## src/rtl/rr_select_encoder4_pkg.sv

```systemverilog
// rtl/rr_select_encoder4_pkg.sv - shared types, constants and search helpers for the round-robin select encoder
package rr_select_encoder4_pkg;

    localparam int NSRC = 4;
    localparam int SELW = 2;

    typedef enum logic [1:0] {
        IDLE  = 2'd0,
        GRANT = 2'd1,
        TURN  = 2'd2
    } state_t;

    // First set bit of vec, scanning upward from start and wrapping around.
    function automatic logic [SELW-1:0] first_one_from(input logic [NSRC-1:0] vec,
                                                       input logic [SELW-1:0] start);
        logic [SELW-1:0] idx;
        logic [SELW-1:0] res;
        logic            found;
        res   = start;
        found = 1'b0;
        for (int k = 0; k < NSRC; k++) begin
            idx = start + SELW'(k);
            if (!found && vec[idx]) begin
                res   = idx;
                found = 1'b1;
            end
        end
        return res;
    endfunction

    function automatic logic [NSRC-1:0] sel_decode(input logic [SELW-1:0] sel);
        return NSRC'(1) << sel;
    endfunction

endpackage

```

## src/rtl/rr_select_encoder4_if.sv

```systemverilog
// rtl/rr_select_encoder4_if.sv - request/release inputs and decoder-side select outputs of the encoder
interface rr_select_encoder4_if;
    import rr_select_encoder4_pkg::*;

    logic [NSRC-1:0] req;
    logic            done;
    logic            s1;
    logic            s0;
    logic            en;
    logic [NSRC-1:0] gnt;
    logic            timeout;

    modport master (output req, done, input s1, s0, en, gnt, timeout);
    modport slave  (input req, done, output s1, s0, en, gnt, timeout);
endinterface

```

## src/rtl/rr_select_encoder4_pick4.sv

```systemverilog
// rtl/rr_select_encoder4_pick4.sv - combinational round-robin picker starting after the last granted source
module rr_pick4
    import rr_select_encoder4_pkg::*;
(
    input  logic [NSRC-1:0] req_i,
    input  logic [SELW-1:0] last_i,
    output logic [SELW-1:0] win_o,
    output logic            any_o
);

    assign any_o = |req_i;
    assign win_o = first_one_from(req_i, last_i + SELW'(1));

endmodule

```

## src/rtl/rr_select_encoder4.sv

```systemverilog
// rtl/rr_select_encoder4.sv - round-robin select/enable generator for a 4:1 tri-state bus mux with turnaround
module rr_select_encoder4
    import rr_select_encoder4_pkg::*;
#(
    parameter int HOLD_MAX = 8
) (
    input  logic                 clk,
    input  logic                 rst,
    rr_select_encoder4_if.slave  bus
);

    localparam int HCW = (HOLD_MAX > 0) ? (($clog2(HOLD_MAX + 1) > 0) ? $clog2(HOLD_MAX + 1) : 1) : 1;
    localparam logic [HCW-1:0] HOLD_LAST = HCW'((HOLD_MAX > 0) ? HOLD_MAX - 1 : 0);

    state_t          state_q;
    logic [SELW-1:0] sel_q;
    logic [SELW-1:0] last_q;
    logic [HCW-1:0]  cnt_q;
    logic            en_q;
    logic [NSRC-1:0] gnt_q;
    logic            timeout_q;

    logic [SELW-1:0] win;
    logic            any_req;
    logic            owner_req;
    logic            hit_limit;
    logic            release_now;

    rr_pick4 u_pick (
        .req_i  (bus.req),
        .last_i (last_q),
        .win_o  (win),
        .any_o  (any_req)
    );

    assign owner_req   = bus.req[sel_q];
    assign hit_limit   = (HOLD_MAX != 0) && (cnt_q == HOLD_LAST);
    assign release_now = bus.done || !owner_req || hit_limit;

    always_ff @(posedge clk or posedge rst) begin
        if (rst) begin
            state_q   <= IDLE;
            sel_q     <= '0;
            last_q    <= SELW'(NSRC - 1);
            cnt_q     <= '0;
            en_q      <= 1'b0;
            gnt_q     <= '0;
            timeout_q <= 1'b0;
        end else begin
            timeout_q <= 1'b0;
            unique case (state_q)
                IDLE: begin
                    en_q  <= 1'b0;
                    gnt_q <= '0;
                    if (any_req) begin
                        sel_q   <= win;
                        last_q  <= win;
                        en_q    <= 1'b1;
                        gnt_q   <= sel_decode(win);
                        cnt_q   <= '0;
                        state_q <= GRANT;
                    end
                end
                GRANT: begin
                    if (release_now) begin
                        // sel_q is left alone so the decoder inputs stay quiet through the dead cycle
                        en_q      <= 1'b0;
                        gnt_q     <= '0;
                        timeout_q <= hit_limit && !bus.done && owner_req;
                        state_q   <= TURN;
                    end else begin
                        cnt_q <= cnt_q + HCW'(1);
                    end
                end
                TURN: begin
                    state_q <= IDLE;
                end
                default: begin
                    en_q    <= 1'b0;
                    gnt_q   <= '0;
                    state_q <= IDLE;
                end
            endcase
        end
    end

    assign bus.s1      = sel_q[1];
    assign bus.s0      = sel_q[0];
    assign bus.en      = en_q;
    assign bus.gnt     = gnt_q;
    assign bus.timeout = timeout_q;

endmodule
```

## src/flat_wrapper.sv

```systemverilog
// flat-port wrapper written by rule: the top's interface ports become plain ports
module rr_select_encoder4_flat import rr_select_encoder4_pkg::*;
#(
    parameter int HOLD_MAX = 8
)
  (clk, rst, bus_req, bus_done, bus_s1, bus_s0, bus_en, bus_gnt, bus_timeout);
  rr_select_encoder4_if bus_i ();
  input  logic clk;
  input  logic rst;
  input wire logic [$bits(bus_i.req)-1:0] bus_req;
  input wire logic [$bits(bus_i.done)-1:0] bus_done;
  output wire logic [$bits(bus_i.s1)-1:0] bus_s1;
  output wire logic [$bits(bus_i.s0)-1:0] bus_s0;
  output wire logic [$bits(bus_i.en)-1:0] bus_en;
  output wire logic [$bits(bus_i.gnt)-1:0] bus_gnt;
  output wire logic [$bits(bus_i.timeout)-1:0] bus_timeout;
  assign bus_i.req = bus_req;
  assign bus_i.done = bus_done;
  assign bus_s1 = bus_i.s1;
  assign bus_s0 = bus_i.s0;
  assign bus_en = bus_i.en;
  assign bus_gnt = bus_i.gnt;
  assign bus_timeout = bus_i.timeout;
  rr_select_encoder4 #(.HOLD_MAX(HOLD_MAX)) u_core (.clk(clk), .rst(rst), .bus(bus_i));
endmodule
```

## config.mk

```make
export PLATFORM = sky130hd
export DESIGN_NAME = rr_select_encoder4_flat
export DESIGN_NICKNAME = d
export VERILOG_FILES = /design/src/rtl/rr_select_encoder4_pkg.sv /design/src/rtl/rr_select_encoder4_if.sv /design/src/rtl/rr_select_encoder4_pick4.sv /design/src/rtl/rr_select_encoder4.sv /design/src/flat_wrapper.sv
export SDC_FILE = /design/constraint.sdc
export NUM_CORES = 1
export LEC_CHECK = 0
export BUFFER_PORTS_ARGS = -buffer_cell sky130_fd_sc_hd__buf_2
export CAP_MARGIN = 20
export CORE_MARGIN = 3
export CORE_UTILIZATION = 56
export CTS_CLUSTER_SIZE = 40
export DETAILED_ROUTE_END_ITERATION = 8
export HOLD_SLACK_MARGIN = 0.05
export PLACE_DENSITY = 0.83
export RECOVER_POWER = 25
export SYNTH_ARGS = -nofsm -noshare
export SYNTH_HDL_FRONTEND = slang
export SYNTH_SLANG_ARGS = --single-unit
```

## constraint.sdc

```tcl
create_clock -name clk -period 4.06 [get_ports clk]
set_input_delay 0.609 -clock clk [delete_from_list [all_inputs] [get_ports clk]]
set_output_delay 0.609 -clock clk [all_outputs]
set_load 0.03 [all_outputs]
```

==> out/results.tsv <==
metric	value	unit
Tmin final	1.679	ns
FF/Latch Area	402.9	sq um
clk slew on worst S/H paths	0.09	ns
Worst Setup Path Type	reg -> reg	
vias per cell	6.018	
setup slack after layout	2.381	ns
WL final	1579	um
Top Family by Delay on Critical Path	compound AO/OA/AOI/OAI gates	
CP max stage cell	dfstp_2	
syn_nets	89	
grt ovf	0	
crit start category	flop	
P_leak	0.4539	nW
layout cells sized above 1	0.2680	
distinct cell type count of the synthesized netlist	37	
post-cts sizing count	0	
hold_buf cts	0	
synth-to-layout area growth	14.29	%
PD cells	735.2	nW/um^2
routability congestion estimate	0.8315	
worst path bufs/invs	0	
Worst Path Arrival	1.90	ns
DR iter-0 viols	12	
yosys warns	0	
register bit total from synthesis	16	
number of fill cells	105	
clk_lat worst skew	0.28	ns
CTS max path bufs	2	
Routed wire per std cell	14.10	um
clock tree sinks	16	
outcome	finished clean	
# diodes	0	
total power	0.0006918	W
slew at the pin with the worst max-slew slack	0.6368	ns
setup TNS	0	ns
headroom to the max-slew limit	0.5729	
CTS tree	yes	
first-pass GRT wire length	2739	um
DP Wirelength	1227	um
crit path max fanout	6	
Cells after Synth	81	
I/O pins	15	
TritonCTS Buffers	3	
Post-CTS Setup Inserts	0	
worst hold slack	0.3678	ns
f_max	0.5956	GHz
sequential-to-total area share from yosys stat	0.4894	
Max Cap Viol	0	
Initial Util	0.6173	
vias after detailed routing	674	
Final setup viols	0	
die area	1966	sq um
antenna violations before repair	0	
Most Crowded Layer GR	met2	
Row Count	13	
Slew Viols, Final	0	
number of port buffers	14	
Worst Setup End Kind	flop	
worst hold path type	in -> async	
final worst-path cycle share	0.4136	
Setup Skew	0.006832	ns
grt met3 use	0.02439	
syn_area_per_cell	10.16	sq um
Most used DFF post-synth	dfrtp_1	
GR Util All Layers	0.1920	
Final nets	106	
met1 usage	0.2362	
Hold Fails Final Rpt	0	
max incr delay on CP	0.59	ns
core area	1334	sq um
fin util	0.7054	
Final ANT Viol Nets	0	
DIE HEIGHT	44.34	um
die width	44.34	um
Mapped Area	823.3	sq um
asr flop ratio synth	1.000	
vias in the first global route	635	
EDFF count, synth	0	
RSZ-0062 raised after global routing	no	
largest net degree at the start of global routing	17	
DRC Markers	0	
# H-tree levels	1	
critical path cell sequence	nand2b_1, a21oi_1, a211oi_1, a32o_1	
met2 GRT Util	0.3314	
leading cell types in the layout, fill and taps excluded	14 x buf_2, 14 x dfrtp_1, 7 x nand2_1	
area of the multi-input gates	394.1	sq um
required time of the critical path	4.28	ns
CTS root buffer	clkbuf_4	
Worst VDD drop	354.9	uV
first-pass iteration count of the detailed router	4	
worst slack at placement	2.152	ns
registers in the layout (all words and copies together) (netlist names):
register            count
u_core.bus.en           1
u_core.sel_q            2
u_core.bus.gnt          4
u_core.last_q           2
u_core.cnt_q            4
u_core.bus.timeout      1
u_core.state_q          2
per-layer routing:
layer  vias to the layer above  wire length (um)  part of all wire
li1                        333                 -                 -
met1                       331               697              0.44
met2                         8               831              0.53
met3                         2                40             0.025
met4                         0                10            0.0063
met5                         -                 0                 0
per-stage QoR:
stage	area (sq um)	std cells
floorplan	823.3	81
global placement	904.6	108
detailed placement	904.6	108
CTS	940.9	112
global route	940.9	112
finish	940.9	112
power breakdown:
| part | total, W | switching (W) | internal (W) | leakage (nW) |
|---|---|---|---|---|
| clock | 0.000103 | 0.0000482 | 0.0000545 | 0.0210 |
| combinational | 0.000318 | 0.000202 | 0.000116 | 0.229 |
| sequential | 0.000271 | 0.0000506 | 0.000220 | 0.204 |
cell families after synthesis:
logic type,after synthesis,synth area share
AO/OA/AOI/OAI,24,0.2219
XOR/XNOR,1,0.01064
adder cells (fa/ha/maj),1,0.01520
buffers and inverters,7,0.03191
flip-flops,16,0.4894
multiplexers,3,0.03951
AND/OR/NAND/NOR,29,0.1915
worst paths after layout:
check,from,end,slack [ns],cells past startpoint
min reg2reg,u_core.bus.en$_DFFE_PP0P_,u_core.bus.en$_DFFE_PP0P_,0.48,1
max reg2reg,u_core.last_q[0]$_DFFE_PP1P_,u_core.bus.gnt[2]$_DFFE_PP0P_,2.38,4
max,u_core.last_q[0]$_DFFE_PP1P_,u_core.bus.gnt[2]$_DFFE_PP0P_,2.38,4
min in group clk,u_core.bus.en$_DFFE_PP0P_,u_core.bus.en$_DFFE_PP0P_,0.48,1
min,rst,u_core.state_q[0]$_DFFE_PP0P_,0.37,2
max in group asynchronous,rst,u_core.bus.timeout$_DFF_PP0_,3.31,2
cell type report:
cell class              count  share of cell area
clock buffers               4             0.03856
inverters                   5             0.01995
multi-input cells          58              0.4189
flip-flops and latches     16              0.4282
well taps                  15             0.01995
repair buffers             14             0.07447
cell usage after synthesis (all sizes together), types with 2 or more instances:
cell type | n | area [sq um]
a21oi | 4 | 20.02
a32o | 4 | 40.04
and2b | 2 | 16.27
dfrtp | 14 | 350.3
dfstp | 2 | 52.55
inv | 5 | 18.77
mux2 | 2 | 22.52
nand2 | 7 | 26.28
nand2b | 2 | 12.51
nand3 | 3 | 15.01
nor2 | 5 | 18.77
nor3 | 2 | 15.01
o211ai | 2 | 15.01
o21ai | 5 | 25.02
o22ai | 2 | 12.51
Power figures use the tool's default switching activity.
